### config.mk
export PLATFORM = sky130hd
export DESIGN_NAME = trainled2_chain_ctrl
export DESIGN_NICKNAME = d
export VERILOG_FILES = /design/src/rtl/trainled2_chain_ctrl.sv
export SDC_FILE = /design/constraint.sdc
export NUM_CORES = 1
export LEC_CHECK = 0
export CORE_ASPECT_RATIO = 0.6
export CORE_MARGIN = 3
export CORE_UTILIZATION = 50
export CTS_BUF_LIST = sky130_fd_sc_hd__clkbuf_2 sky130_fd_sc_hd__clkbuf_4 sky130_fd_sc_hd__clkbuf_8
export DETAILED_ROUTE_END_ITERATION = 16
export PLACE_DENSITY_LB_ADDON = 0.15
export SYNTH_ARGS = -nofsm -noshare
export SYNTH_HDL_FRONTEND = slang
export SYNTH_SLANG_ARGS = --single-unit
export TNS_END_PERCENT = 50
### constraint.sdc
create_clock -name clk -period 2.1 [get_ports clk]
set_input_delay 0.42 -clock clk [delete_from_list [all_inputs] [get_ports clk]]
set_output_delay 0.42 -clock clk [all_outputs]
set_load 0.03 [all_outputs]
### src/rtl/trainled2_chain_ctrl.sv
// rtl/trainled2_chain_ctrl.sv - TrainLED2 daisy-chain frame sequencer with pulse-width bit encoding
module trainled2_chain_ctrl #(
    parameter int NODES        = 4,
    parameter int NODE_W       = 2,
    parameter int BIT_PERIOD   = 24,
    parameter int T0H          = 6,
    parameter int T1H          = 16,
    parameter int LATCH_CYCLES = 200
) (
    input  logic              clk,
    input  logic              rst_n,
    input  logic              wr_en,
    input  logic [NODE_W-1:0] wr_node,
    input  logic [1:0]        wr_chan,
    input  logic [7:0]        wr_data,
    input  logic              start,
    input  logic              auto_en,
    output logic              busy,
    output logic              frame_done,
    output logic              dout
);

    localparam int FRAME_BITS = NODES * 24;
    localparam int PW = (BIT_PERIOD > 1) ? $clog2(BIT_PERIOD) : 1;
    localparam int LW = (LATCH_CYCLES > 1) ? $clog2(LATCH_CYCLES) : 1;

    localparam logic [PW-1:0]     PH_LAST   = PW'(BIT_PERIOD - 1);
    localparam logic [PW-1:0]     T0_LAST   = PW'(T0H - 1);
    localparam logic [PW-1:0]     T1_LAST   = PW'(T1H - 1);
    localparam logic [LW-1:0]     LAT_LAST  = LW'(LATCH_CYCLES - 1);
    localparam logic [NODE_W-1:0] NODE_LAST = NODE_W'(NODES - 1);

    typedef enum logic [2:0] {
        S_IDLE  = 3'd0,
        S_LOAD  = 3'd1,
        S_HIGH  = 3'd2,
        S_LOW   = 3'd3,
        S_LATCH = 3'd4
    } state_t;

    state_t state, state_next;

    // Frame bit n (transmission order) lives at index n of both buffers.
    // The active buffer is shifted right after each bit so bit 0 is always
    // the one on the wire.
    logic [FRAME_BITS-1:0] wr_buf;
    logic [FRAME_BITS-1:0] act_buf;

    logic [PW-1:0]     phase;
    logic [4:0]        cbit;
    logic [NODE_W-1:0] node;
    logic [LW-1:0]     latch_cnt;

    logic high_done;
    logic bit_done;
    logic last_bit;
    logic latch_done;

    // Terminal-count decodes for the current state's counter
    always_comb begin
        high_done  = (phase == (act_buf[0] ? T1_LAST : T0_LAST));
        bit_done   = (phase == PH_LAST);
        last_bit   = (node == NODE_LAST) && (cbit == 5'd23);
        latch_done = (latch_cnt == LAT_LAST);
    end

    // Host write port: one byte per node/channel, MSB placed first in frame order
    always_ff @(posedge clk or negedge rst_n) begin
        if (!rst_n) begin
            wr_buf <= '0;
        end else if (wr_en) begin
            for (int n = 0; n < NODES; n++) begin
                for (int c = 0; c < 3; c++) begin
                    if (wr_node == NODE_W'(n) && wr_chan == 2'(c)) begin
                        for (int b = 0; b < 8; b++) begin
                            wr_buf[n*24 + c*8 + 7 - b] <= wr_data[b];
                        end
                    end
                end
            end
        end
    end

    // State register
    always_ff @(posedge clk or negedge rst_n) begin
        if (!rst_n) begin
            state <= S_IDLE;
        end else begin
            state <= state_next;
        end
    end

    // Next-state logic
    always_comb begin
        state_next = state;
        case (state)
            S_IDLE:  if (start || auto_en) state_next = S_LOAD;
            S_LOAD:  state_next = S_HIGH;
            S_HIGH:  if (high_done) state_next = S_LOW;
            S_LOW:   if (bit_done) state_next = last_bit ? S_LATCH : S_HIGH;
            S_LATCH: if (latch_done) state_next = S_IDLE;
            default: state_next = S_IDLE;
        endcase
    end

    // Snapshot, bit shifting and the phase/bit/node/latch counters
    always_ff @(posedge clk or negedge rst_n) begin
        if (!rst_n) begin
            act_buf   <= '0;
            phase     <= '0;
            cbit      <= '0;
            node      <= '0;
            latch_cnt <= '0;
        end else begin
            case (state)
                S_LOAD: begin
                    act_buf   <= wr_buf;
                    phase     <= '0;
                    cbit      <= '0;
                    node      <= '0;
                    latch_cnt <= '0;
                end
                S_HIGH: begin
                    phase <= phase + 1'b1;
                end
                S_LOW: begin
                    if (bit_done) begin
                        phase   <= '0;
                        act_buf <= act_buf >> 1;
                        if (last_bit) begin
                            latch_cnt <= '0;
                        end else if (cbit == 5'd23) begin
                            cbit <= '0;
                            node <= node + 1'b1;
                        end else begin
                            cbit <= cbit + 1'b1;
                        end
                    end else begin
                        phase <= phase + 1'b1;
                    end
                end
                S_LATCH: begin
                    if (latch_done) begin
                        latch_cnt <= '0;
                    end else begin
                        latch_cnt <= latch_cnt + 1'b1;
                    end
                end
                default: ;
            endcase
        end
    end

    // Registered outputs, decoded from the state being entered so they align with it
    always_ff @(posedge clk or negedge rst_n) begin
        if (!rst_n) begin
            dout       <= 1'b0;
            busy       <= 1'b0;
            frame_done <= 1'b0;
        end else begin
            dout       <= (state_next == S_HIGH);
            busy       <= (state_next != S_IDLE);
            frame_done <= (state == S_LATCH) && latch_done;
        end
    end

endmodule
### Yosys cells after proc, flatten, opt, wreduce, memory -nomap -nowiden

Index checks and enable logic that the tools add are counted.
Widths: inputs -> output; s select.

| operators by class | value |
|---|---|
| equality and inequality tests | 19 |
| reduce and logical (&&, ||, !) cells | 38 |
| multiplexer cells | 23 |
| add/subtract/negate cells | 4 |

Operators by type and width:

| cell | count |
|---|---|
| $pmux 96 s2 | 1 |
| $mux 96 | 1 |
| $reduce_and 2->1 | 13 |
| $mux 8 | 3 |
| $pmux 8 s3 | 1 |
| $mux 5 | 4 |
| $mux 3 | 5 |
| $pmux 3 s5 | 1 |
| $pmux 5 s3 | 1 |
| $logic_and 1x1->1 | 14 |
| $add 5x1->5 const B | 2 |
| $eq 5x5->1 const B | 2 |
| $pmux 5 s2 | 1 |
| $eq 3x2->1 const B | 3 |
| $reduce_bool 3->1 | 3 |
| $add 8x1->8 const B | 1 |
| $eq 2x2->1 const B | 4 |
| $eq 8x8->1 const B | 1 |
| $ne 2x2->1 const B | 4 |
| $mux 2 | 3 |
| $reduce_and 3->1 | 2 |
| $eq 5x4->1 | 1 |
| $eq 2x1->1 const B | 2 |
| $logic_not 2->1 | 2 |
| other kinds (9) | 9 |

| word-level totals | value |
|---|---|
| bits of input ports | 17 |
| output and inout bits | 3 |
| register bits | 218 |

### Depth between registers and ports, before layout

Gate-level depths: netlist of run 1.

| depth | value |
|---|---|
| depth after elaboration | 6 |
| mapped depth | 9 |

### Worst setup path before layout of run 1

OpenSTA, ideal clock, no wires.

| path | value |
|---|---|
| kind | register -> register |
| start | reg phase[0] |
| end | reg act_buf[0] |
| setup time | 0.132 ns |
| path buffers | 3 |
| data required time | 1.968 ns |
| slack | 0.381 ns |
| cell stages (with the launch flop) | 8 |
| arrival | 1.586 ns |
| cell sequence | dfrtp_1 -> ha_1 -> and4b_1 -> buf_2 -> o21ai_2 -> buf_4 -> clkbuf_1 -> o21ai_1 |

| on the way | value |
|---|---|
| word-level cells in the longest chain between the ends | 3 |

Ends and longest elaborated chain:

| what | RTL line | text |
|---|---|---|
| start: declaration | 49 | `logic [PW-1:0] phase;` |
| start signal: assignment | 124 | `phase <= phase + 1'b1;` |
| start signal: assignment | 139 | `phase <= phase + 1'b1;` |
| $eq 5x5->1 | 62 | `bit_done = (phase == PH_LAST);` |
| $ne 2x2->1 (no source line) | n/a |  |
| $reduce_and 2->1 (no source line) | n/a |  |
| end signal: assignment | 117 | `act_buf <= wr_buf;` |
| end signal: assignment | 129 | `act_buf <= act_buf >> 1;` |
| end: declaration | 47 | `logic [FRAME_BITS-1:0] act_buf;` |

No other way between the ends.
A chain may end at the register's enable or synchronous reset.

### Worst setup path in the final report of run 1

| path | value |
|---|---|
| start | reg busy |
| end | out busy |

RTL lines:

| what | RTL line | text |
|---|---|---|
| start: declaration | 18 | `output logic busy,` |
| start signal: assignment | 162 | `busy <= (state_next != S_IDLE);` |

No word-level cell between the ends.

==> results of run 1 <==
-- power groups by stage --
stage               clock [mW]  combinational, mW  sequential (mW)
floorplan                    0              0.775             4.98
global placement             0               1.06             5.04
detailed placement           0               1.12             5.07
CTS                       3.61               1.13             5.00
global route              3.81               1.24             5.06
finish                    3.52               1.10             5.00
-- cell type report --
type                       instances  area [um2]
sequential                       218        5455
inverter                           2       7.507
fill                            1458        7470
multi-input combinational        513        3804
timing repair buffer              57       695.7
tap                              240       300.3
clock buffer                      54       668.1
-- kinds of logic after synthesis --
| kind of cell | synth area share |
|---|---|
| mux | 0.2180 |
| simple gates | 0.09322 |
| xor+xnor | 0.001833 |
| buf+inv | 0.03286 |
| flops | 0.5708 |
| fa+ha+maj | 0.005237 |
| compound gates | 0.07803 |
-- final timing paths --
path	startpoint	end	slack, ns	depth (start not counted)
min	rst_n	wr_buf[37]	0.42	2
max reg2reg	phase[0]	act_buf[85]	0.14	6
max	busy	busy	0.11	1
min in group clk	act_buf[2]	act_buf[2]	0.48	2
min reg2reg	act_buf[2]	act_buf[2]	0.48	2
max in group asynchronous	rst_n	wr_buf[83]	1.03	3
-- cell usage after synthesis, types with 3 or more instances --
library cell  number  area, um2
nand2_1          110      412.9
mux2i_1           99      991.0
dfrtp_1          218       5455
nor2_2             6      37.54
nor3_1             9      45.04
a211o_1            4      35.03
o211ai_1           3      22.52
or3_1              4      25.02
buf_2             14      70.07
ha_1               4      50.05
nor2_1             9      33.78
nand3_1            5      25.02
a21oi_1            4      20.02
nand4_1            5      31.28
buf_6             14      157.7
o21ai_1           96      480.5
nor2b_1            3      18.77
mux2_2            33      371.6
nand2b_1           3      18.77
a22o_1             3      26.28
o21ai_0            9      45.04
clkbuf_1          19      71.32
mux2_1            64      720.7
and3_1             9      56.30
-- sequential cells by signal, summed over array words and instances (netlist names) --
signal	count
dout	1
frame_done	1
cbit	5
phase	5
state	3
node	2
busy	1
latch_cnt	8
wr_buf	96
act_buf	96
-- stage by stage --
| stage | TNS, ns | util |
|---|---|---|
| 6_report | 0 | 0.5940 |
| 5_1_grt | 0 | 0.5940 |
| 4_1_cts | 0 | 0.5940 |
| 3_5_place_dp | -0.1831 | 0.5572 |
| 3_3_place_gp | 0 | 0.5572 |
| 2_1_floorplan | 0 | - |
-- repair_timing --
item / 4_1_cts / 5_1_grt
hold endpoints to repair: 58 / 0
hold buffers: 1 / 0
setup buffers: 0 / 0
endpoints found under the setup margin: 0 / 0
-- routing by layer --
layer / up-vias / wire length [um] / share of wire
met5: - / 0 / 0
met4: 0 / 302 / 0.016
met3: 28 / 769 / 0.040
met2: 83 / 8515 / 0.44
met1: 2965 / 9879 / 0.51
li1: 2841 / - / -
==> impl_results.md, run 1 <==
- Clock buffer depth: 3
- Comb pwr share: 0.115
- Global placer's final weighted congestion: 0.7805
- Worst skew pair latency: 0.56 ns
- Drt wl/cell: 17.96 um
- Max Fclk: 503.0 MHz
- Internal Pwr Total: 7.280 mW
- Setup ws final: 0.1118 ns
- Synth Area per Inst: 12.24 um2
- PwrDens: 879.8 nW/um2
- Final Non-Filler Cells: 1,084
- Tot GR Track Use: 0.1951
- H-Tree Depth: 1
- Chip Width: 184.5 um
- Flop pwr share: 0.520
- DR vias/cell: 5.458
- Final antenna-violating net count: 0
- Resized Gates After CTS: 0
- Final Max Slew Viols: 0
- Final min period: 1.988 ns
- WHS: 0.4182 ns
- First-pass GRT wire length: 32,800 um
- Critical path, cell by cell: clkdlybuf4s50_1
- Placed Area: 10,250 um2
- DP Cell Count: 1,029
- Kind of critical path: flop to output port
- Slew @ Worst Pin: 0.5479 ns
- CP peak stage delay: 0.67 ns
- FF+latch count, synth: 218
- Final period utilization: 0.9468
- CTS Sinks: 218
- Psw: 2.337 mW
- Critical Path RT: 1.68 ns
- Top FF cell, synth: dfrtp_1
- Clk slew on worst S/H paths: 0.07 ns
- VDD IR max: 477.4 uV
- Routing usage on met1: 0.2972
- Total grt overflow: 0
- Status: finished clean
- Global-route met3 utilization: 0.03887
- Input/output buffers: 19
- Pre-antenna DRT Iters: 4
- Antenna violations before repair: 1
- Post-synth EDFFs: 0
- Syn-to-layout area delta: 14.38%
- Min-delay worst type: input pin to asynchronous set/reset pin
- Initial Util: 0.5194
- Die Ht: 113.1 um
- Setup violators final: 0
- Vias in the first global route: 6,081
- Final Skew: 0.02073 ns
- Post-Synthesis Cells: 781
- Leading cell type in the layout, fill and taps excluded: dfrtp_1
- Clk pwr share: 0.366
- CP startpoint kind: flop
- Row cnt: 38
- RSZ-0062 raised after global routing: no
- Most frequent cells in the layout: 218 x dfrtp_1, 110 x nand2_1, 99 x mux2i_1
- Core Footprint: 18,400 um2
- Final Power: 9.617 mW
- Max-cap viol count: 0
- GRT busiest layer: met1
- CTS tree: yes
- Post-Synthesis Cell Area: 9557 um2
- Layout cell share with drive strength beyond 1: 0.1718
- Fin. Hold Viols: 0
- Unique masters post-synth: 51
- WL final: 19,470 um
- CTS buffer count: 31
- Sequential share of the synthesized area: 0.5708
- Hpwl dp: 12,510 um
- CP Buf/Inv Count: 1
- Static Leak: 5.491 nW
- Met2 GRT Util: 0.2946
- Switch share: 0.2430
- DP Worst Slack: -0.01650 ns
- CP Max Fanout: 1
- WP data arrival: 1.57 ns
- Cell family with most CP delay: buffers and inverters
- Final net count: 844
- Yosys warning total: 0
- Synth async-reset ratio: 1.000
- Iteration-0 DRC Markers: 339
- Drt drc: 0
- Vias after detailed routing: 5,917
- CP max-delay cell: clkdlybuf4s50_1
- Design area: 10,930 um2
- Largest net degree at the start of global routing: 65
- Crit end category: output port
- Relative slew margins: 0.6341
- ANT cells: 0
- Root buffer cell: clkbuf_8
- Die footprint: 20,860 um2
- I/O pin count: 20
- Syn_nets: 802
No activity file was read; power rests on OpenSTA's default activity.
==> run 2, diff against run 1 <==
--- a/config.mk
+++ b/config.mk
@@ -5,10 +5,12 @@
 export SDC_FILE = /design/constraint.sdc
 export NUM_CORES = 1
 export LEC_CHECK = 0
+export CAP_MARGIN = 20
 export CORE_ASPECT_RATIO = 0.6
 export CORE_MARGIN = 3
 export CORE_UTILIZATION = 50
 export CTS_BUF_LIST = sky130_fd_sc_hd__clkbuf_2 sky130_fd_sc_hd__clkbuf_4 sky130_fd_sc_hd__clkbuf_8
+export CTS_CLUSTER_DIAMETER = 120
 export DETAILED_ROUTE_END_ITERATION = 16
 export PLACE_DENSITY_LB_ADDON = 0.15
 export SYNTH_ARGS = -nofsm -noshare
==> results of run 2 <==
No change in the layout: final DEF, timing and power equal those of run 1.
==> run 3, diff against run 2 <==
--- a/config.mk
+++ b/config.mk
@@ -9,7 +9,6 @@
 export CORE_ASPECT_RATIO = 0.6
 export CORE_MARGIN = 3
 export CORE_UTILIZATION = 50
-export CTS_BUF_LIST = sky130_fd_sc_hd__clkbuf_2 sky130_fd_sc_hd__clkbuf_4 sky130_fd_sc_hd__clkbuf_8
 export CTS_CLUSTER_DIAMETER = 120
 export DETAILED_ROUTE_END_ITERATION = 16
 export PLACE_DENSITY_LB_ADDON = 0.15
==> impl_results.md, run 3 (synthesis results as in run 1) <==
- Final antenna-violating net count: 0 (unchanged)
- Layout cell share with drive strength beyond 1: 0.1513 (-0.02047)
- DP Worst Slack: -0.01650 ns (unchanged)
- H-Tree Depth: 1 (unchanged)
- Syn-to-layout area delta: 14.96%
- Critical Path RT: 2.51 ns (+0.83 ns)
- CP peak stage delay: 0.43 ns (-0.24 ns)
- Crit end category: flop
- Worst setup path endpoint: act_buf[29]
- Hpwl dp: 12,510 um (unchanged)
- Critical Path Start: phase[0]
- WP data arrival: 2.35 ns (+0.78 ns)
- R2R depth: 6 (unchanged)
- Antenna violations before repair: 2 (+1)
- Leading cell type in the layout, fill and taps excluded: dfrtp_1
- Critical path, cell by cell: ha_1 -> and4b_1 -> o21ai_4 -> buf_12 -> nand2_1 -> o21ai_1
- CP startpoint kind: flop
- ANT cells: 0 (unchanged)
- Max Fclk: 516.3 MHz (+2.7%)
- Global placer's final weighted congestion: 0.7805 (unchanged)
- PwrDens: 915.7 nW/um2 (+4.1%)
- Die footprint: 20,860 um2 (unchanged)
- R2R Path End: act_buf[29]
- Chip Width: 184.5 um (unchanged)
- Drt wl/cell: 18.45 um (+2.8%)
- Regs by FF count: act_buf: 96 flops, wr_buf: 96 flops, latch_cnt: 8 flops
- Most frequent cells in the layout: 218 x dfrtp_1, 110 x nand2_1, 99 x mux2i_1
- CP max-delay cell: dfrtp_1
- Drt drc: 0 (unchanged)
- Setup violators final: 0 (unchanged)
- RSZ-0062 raised after global routing: no
- Slew @ Worst Pin: 0.5646 ns (+0.01667 ns)
- Final Power: 10.06 mW (+4.6%)
- Vias in the first global route: 6,068 (-0.21%)
- Final net count: 834 (-1.2%)
- Setup ws final: 0.1632 ns (+0.05143 ns)
- Die Ht: 113.1 um (unchanged)
- Input/output buffers: 19 (unchanged)
- Relative slew margins: 0.6229 (-0.01113)
- Max-cap viol count: 0 (unchanged)
- WL final: 19,670 um (+1.1%)
- Core Util, Final: 0.5971 (+0.003060)
- CTS tree: yes
- Clock buffer depth: 3 (unchanged)
- Min-delay worst type: input pin to asynchronous set/reset pin
- Root buffer cell: clkbuf_16
- I/O pin count: 20 (unchanged)
- Iteration-0 DRC Markers: 400 (+18%)
- Clk slew on worst S/H paths: 0.07 ns (about the same)
- Status: finished clean
- Core Footprint: 18,400 um2 (unchanged)
- Largest net degree at the start of global routing: 65 (unchanged)
- VDD IR max: 707.2 uV (+48%)
- Pre-antenna DRT Iters: 4 (unchanged)
- Tot GR Track Use: 0.1962 (+0.001149)
- Final min period: 1.937 ns (-0.05143 ns)
- Final period utilization: 0.9223 (-0.02449)
- CTS buffer count: 21 (-32%)
- Worst reg2reg startpoint: phase[0]
- # fillers: 1,447 (-0.75%)
- Total grt overflow: 0 (unchanged)
- Final Max Slew Viols: 0 (unchanged)
- DR vias/cell: 5.537 (+1.4%)
- Flop2flop setup slack: 0.16 ns (+0.02 ns)
- Row cnt: 38 (unchanged)
- First-pass GRT wire length: 32,920 um (+0.38%)
- Worst skew pair latency: 0.49 ns (-0.07 ns)
- Static Leak: 5.495 nW (about the same)
- CP Max Fanout: 58 (+57)
- Vias after detailed routing: 5,902 (-0.25%)
- Kind of critical path: flop to flop
- Initial Util: 0.5194 (unchanged)
- Final Skew: 0.01176 ns (-0.008965 ns)
- Fin. Hold Viols: 0 (unchanged)
- Number of post-CTS setup repair buffers: 0 (unchanged)
- CTS Sinks: 218 (unchanged)
## run 3: cell count changes in the layout (fill, tap and decap cells not counted), sizes merged
cell / change
inv: +1
clkinv: +4
bufinv: +3
clkbuf: -26
## run 3: cell type report
type | instances | area [um2] | share of cell area
multi-input cells | 513 | 3804 | 0.3462
clock inverters | 8 | 118.9 | 0.01082
well taps | 240 | 300.3 | 0.02733
repair buffers | 57 | 699.4 | 0.06366
inverters | 2 | 7.507 | 0.0006833
flip-flops and latches | 218 | 5455 | 0.4965
clock buffers | 28 | 601.8 | 0.05478
## run 3: power by group
part           internal, mW  leakage (nW)  switching [mW]
Clock                  2.38         0.360            1.57
Sequential             4.72          2.85           0.276
Combinational         0.582          2.29           0.526
## run 3: repair_timing
| action | CTS | global route |
|---|---|---|
| hold buffers | 1 | 0 |
| setup endpoints to repair | 0 | 1 |
| endpoints found under the hold margin | 58 | 0 |
| resized for setup | 0 | 1 |
## run 3: worst max-delay path, delay by kind of cell (launching register included)
family / cells / cell delay [ns]
buffers and inverters: 1 / 0.29
DFF: 1 / 0.43
adders and majority gates: 1 / 0.28
AOI/OAI and AO/OA: 2 / 0.42
and+or+nand+nor: 2 / 0.41
## run 3: metal layers
metal  wire length, um  part of all wire  up-vias  track usage
met5                 0                 0        -            0
met4               289             0.015        0      0.03271
met3               733             0.037       23      0.03148
met2              8825              0.45       67       0.3046
met1              9824              0.50     2985       0.2985
li1                  -                 -     2827            -
## run 3: through the flow
step | std cells | cell area, um2 | hold WS [ns] | setup TNS [ns]
6_report | 1066 | 10990 | 0.4698 | 0
3_5_place_dp | 1029 | 10250 | 0.4135 | -0.1831
2_1_floorplan | 781 | 9557 | 0.1244 | 0
5_1_grt | 1066 | 10990 | 0.4966 | 0
3_3_place_gp | 1029 | 10250 | 0.4100 | 0
4_1_cts | 1066 | 10980 | 0.4885 | 0
## run 3: worst min-delay path by stage
stage / startpoint / to / slack, ns / depth (start not counted)
6_report: rst_n / wr_buf[34] / 0.47 / 2
5_1_grt: wr_buf[57] / wr_buf[57] / 0.50 / 1
4_1_cts: rst_n / act_buf[36] / 0.49 / 2
3_5_place_dp: rst_n / act_buf[36] / 0.41 / 1
3_3_place_gp: rst_n / act_buf[37] / 0.41 / 1
2_1_floorplan: rst_n / act_buf[0] / 0.12 / 0
==> edit 1, RTL diff (flow settings as in run 3) <==
Encoding of `state_t`: now Gray code (3 bits for 5 states).
--- a/src/rtl/trainled2_chain_ctrl.sv
+++ b/src/rtl/trainled2_chain_ctrl.sv
@@ -33,7 +33,7 @@
     typedef enum logic [2:0] {
-        S_IDLE  = 3'd0,
-        S_LOAD  = 3'd1,
-        S_HIGH  = 3'd2,
-        S_LOW   = 3'd3,
-        S_LATCH = 3'd4
+        S_IDLE  = 3'b000,
+        S_LOAD  = 3'b001,
+        S_HIGH  = 3'b011,
+        S_LOW   = 3'b010,
+        S_LATCH = 3'b110
     } state_t;
Function: same outputs for any inputs over 10 cycles, from zero or initial values and one cycle with rst_n low; not proved beyond that.
==> edit 1 against run 3 <==
- setup slack worse by 0.10 ns
- total power is 0.23% higher
- critical endpoint is now act_buf[70]
- design area is 5.3% higher
- largest power group unchanged
- core utilization hardly changed
- sequential share of layout area is 2.5 points lower
- highest routed layer unchanged
- sequential cell count stayed put
- wire length hardly changed
- area after synthesis is 5.4% higher
==> edit 1: results (changes against run 3) <==
| Metric | Value |
|---|---|
| Signal buffers | 70 (+23%) |
| Clock network area share | 5.91% (-0.65 points) |
| Critical Path AT | 2.42 ns (+0.07 ns) |
| Met2 usage | 29.7% (-0.72 points) |
| RD Place Congestion | 0.742 (-4.9%) |
| Register-to-Register Setup Slack | 0.06 ns (-0.10 ns) |
| Inserted Clock Buffers | 22 (+4.8%) |
| Synth Cell Area | 10,100 um^2 (+5.4%) |
| Final HPWL DP | 12.6 mm (+0.98%) |
| First-pass GRT wire length | 32.2 mm (-2.3%) |
| DRT iter0 DRCs | 263 (-34%) |
| Buffer share of cell area | 6.52% (+0.16 points) |
| Register area share after synthesis | 54.1% (-2.9 points) |
| Nets | 760 (-8.9%) |
| Predominant post-synthesis flop cell | dfrtp_1 |
| Routed vias/inst | 5.50 (-0.65%) |
| Placed cell area | 10,800 um^2 (+5.6%) |
| Synth area leaders | dfrtp_1, mux2_2, mux2_4 |
| Clk_skew | 0.00830 ns (-0.00346 ns) |
| Metal2 WL | 8.96 mm (+1.5%) |
| Hold WS | 0.428 ns (-0.0414 ns) |
| Share of layout cells above drive strength 1 | 50.2% (+35 points) |
| Pleak | 5.29 nW (-3.7%) |
| Syn_area_per_cell | 14.7 um^2 (+20%) |
| Worst-path fanout max | 21 (-64%) |
| Met3 usage | 2.84% (-0.31 points) |
| Biggest regs | act_buf x96, wr_buf x96, latch_cnt x8 |
| Setup bufs post-CTS | 0 (unchanged) |
| Syn_nets | 707 (-12%) |
| Distinct cells, synth | 54 (+5.9%) |
| # placed instances | 975 (-5.2%) |
| Vias in the first global route | 5,987 (-1.3%) |
| Net switching power | 0.00231 W (-2.7%) |
| # clk buffers | 34 (+21%) |
| Area grow syn2layout | 14.8% |
| Initial antenna violation count | 1 (-1) |
| Multi-input combinational gate total | 423 (-18%) |
| Max VDD drop | 0.484 mV (-32%) |
| Worst-margin pin slew | 0.435 ns (-0.130 ns) |
| Via count | 5,594 (-5.2%) |
| Tot GR Track Use | 18.4% (-1.2 points) |
| Worst r2r dst | act_buf[70] |
| Met1 WL | 9.82 mm (about the same) |
| R2R depth | 7 (+1) |
| Inverters | 4 (+2) |
| Fin crit share | 97.0% (+4.8 points) |
| Largest net degree at the start of global routing | 56 (-14%) |
| Met1 GRT Util | 26.9% (-2.9 points) |
| Outcome | finished, final reports clean |
| FILL cells | 1,534 (+6.0%) |
| Most common library cells after synthesis | mux2_2, dfrtp_1, mux2_4 |
| Place WS | -0.00941 ns (+0.00709 ns) |
-- edit 1: cell count changes in the layout (fill, tap and decap cells not counted), moves of 17 or more --
cell / before / now
buf_4: 19 / 36
mux2_1: 64 / 0
mux2_2: 33 / 238
mux2_4: 0 / 50
mux2i_1: 99 / 1
nand2_1: 110 / 14
o21ai_1: 96 / 0
-- edit 1: power groups by stage --
stage	Combinational, W	Clock (W)	Sequential (W)
floorplan	0.00103	0	0.00496
global placement	0.00132	0	0.00504
detailed placement	0.00138	0	0.00507
CTS	0.00139	0.00385	0.00499
global route	0.00149	0.00401	0.00506
finish	0.00136	0.00372	0.00499
-- edit 1: logic make-up (layout without fill, tap and decap cells) --
family	count (synthesis)	in the layout	synth area share (%)
AOI/OAI and AO/OA	41	41	3.13
muxes	289	289	34.1
xor gates and xnor gates	1	1	0.0869
adders and majority gates	4	4	0.497
buffers and inverters	45	110	2.99
DFF	218	218	54.1
and+or+nand+nor	88	88	5.00
==> edit 2, RTL diff (settings of run 3) <==
Made on the original files. Change the parameter `NODES` from 4 to 6.
--- a/src/rtl/trainled2_chain_ctrl.sv
+++ b/src/rtl/trainled2_chain_ctrl.sv
@@ -2,3 +2,3 @@
 module trainled2_chain_ctrl #(
-    parameter int NODES        = 4,
+    parameter int NODES        = 6,
     parameter int NODE_W       = 2,
Behaviour: no difference found for any inputs over 10 cycles, from zero or initial values and one cycle with rst_n low; that may be too few to reach the edited logic, so the function may still have changed.
==> edit 2 against run 3 <==
- via count is 35% higher
- design area up 22%
- register-to-register slack better by 0.02 ns
- sequential power up 27%
- combinational power rose by 55%
- setup slack worse by 0.025 ns
- area after synthesis grew 21%
- non-clock buffer count up 17
- sequential cell count up 48
- worst hold slack got worse by 0.068 ns
- total power increased by 30%
- wire length is 21% higher
- largest cell class unchanged
==> edit 2: results (changes against run 3) <==
| Metric | Value |
|---|---|
| Max VDD drop | 0.582 mV (-18%) |
| Vias in the first global route | 7,395 (+22%) |
| Clock Latency Late Sink | 0.54 ns (+0.05 ns) |
| Pleak | 5.93 nW (+7.8%) |
| Gate Count Post-Synth | 1,103 (+41%) |
| Clk slew on worst S/H paths | 0.07 ns (about the same) |
| Warnings from Yosys | 0 (unchanged) |
| Setup bufs post-CTS | 0 (unchanged) |
| Register area share after synthesis | 57.8% (+0.70 points) |
| Outcome | finished, final reports clean |
| Final non-filler cell total | 1,456 (+37%) |
| Clk_skew | 0.0121 ns (+0.000381 ns) |
| Via count | 7,969 (+35%) |
| First-pass GRT wire length | 39.0 mm (+19%) |
| Root buffer cell | clkbuf_16 |
| Biggest regs | act_buf x144, wr_buf x96, latch_cnt x8 |
| Synth area leaders | dfrtp_1, mux2_2, a21oi_1 |
| FILL cells | 1,871 (+29%) |
| # placed instances | 1,407 (+37%) |
| Most common library cells after synthesis | dfrtp_1, a21oi_1, nor2_1 |
| Worst-path fanout max | 1 (-98%) |
| Final HPWL DP | 14.9 mm (+19%) |
| Inserted Clock Buffers | 26 (+24%) |
| Placed cell area | 12,400 um^2 (+21%) |
| DR pass1 iterations | 5 (+1) |
| Drt wl/cell | 16.3 um (-12%) |
| Largest net degree at the start of global routing | 66 (+1.5%) |
| Max incr delay on CP | 0.68 ns (+0.25 ns) |
| Tot GR Track Use | 19.3% (-0.30 points) |
| Place WS | -0.0452 ns (-0.0287 ns) |
| Top delay family on crit path | buffers and inverters |
| Distinct cells, synth | 55 (+7.8%) |
| Critical Path AT | 1.54 ns (-0.81 ns) |
| Worst-margin pin slew | 0.458 ns (-0.106 ns) |
| RD Place Congestion | 0.787 (+0.88%) |
| Slowest cell on crit path | clkdlybuf4s50_1 |
| Share of layout cells above drive strength 1 | 18.8% (+3.7 points) |
| DRT iter0 DRCs | 530 (+33%) |
edit 2: changes by cell type in the layout (fill, tap and decap cells not counted), moves of 7 or more:
cell,change
nor2b_1,+46
dfrtp_1,+48
a31oi_1,+48
mux2_1,-62
clkinvlp_4,+7
buf_4,+13
inv_1,+8
mux2i_1,-95
mux2_2,+62
a21oi_1,+191
nor2_1,+142
o21ai_1,-96
edit 2: final timing paths:
kind	to	from	depth (start not counted)	slack [ns]
min reg2reg	wr_buf[105]	wr_buf[105]	1	0.49
max reg2reg	act_buf[17]	phase[1]	7	0.18
min	act_buf[18]	rst_n	2	0.40
max	busy	busy	1	0.14
max in group asynchronous	act_buf[78]	rst_n	3	1.04
min in group clk	wr_buf[105]	wr_buf[105]	1	0.49
edit 2: report_power, final:
group | internal [W] | leakage, nW | total (W) | switching, W
sequential | 0.00594 | 3.42 | 0.00637 | 0.000427
clock | 0.00296 | 0.434 | 0.00498 | 0.00202
combinational | 0.000864 | 2.07 | 0.00172 | 0.000856
edit 2: cells by family after synthesis:
kind of cell / share of synthesized area (%)
simple gates: 14.9
mux: 9.83
fa+ha+maj: 0.434
buf+inv: 3.54
flops: 57.8
compound gates: 13.5
edit 2: cell type report:
class	count	area, um^2	share of cell area [%]
timing repair buffer	74	886	6.64
clock buffer	32	724	5.43
sequential	266	6660	49.9
tap	308	385	2.89
multi-input combinational	750	4460	33.4
inverter	10	37.5	0.281
clock inverter	16	201	1.51
edit 2: timing repair:
item / CTS / global route
hold endpoints to repair: 46 / 0
hold buffers: 1 / 0
resized for setup: 0 / 0
edit 2: layer usage:
layer	wire length, um	global-route usage (%)
met4	367	4.01
met3	1010	3.60
met5	0	0
met1	12400	30.9
met2	9920	27.4
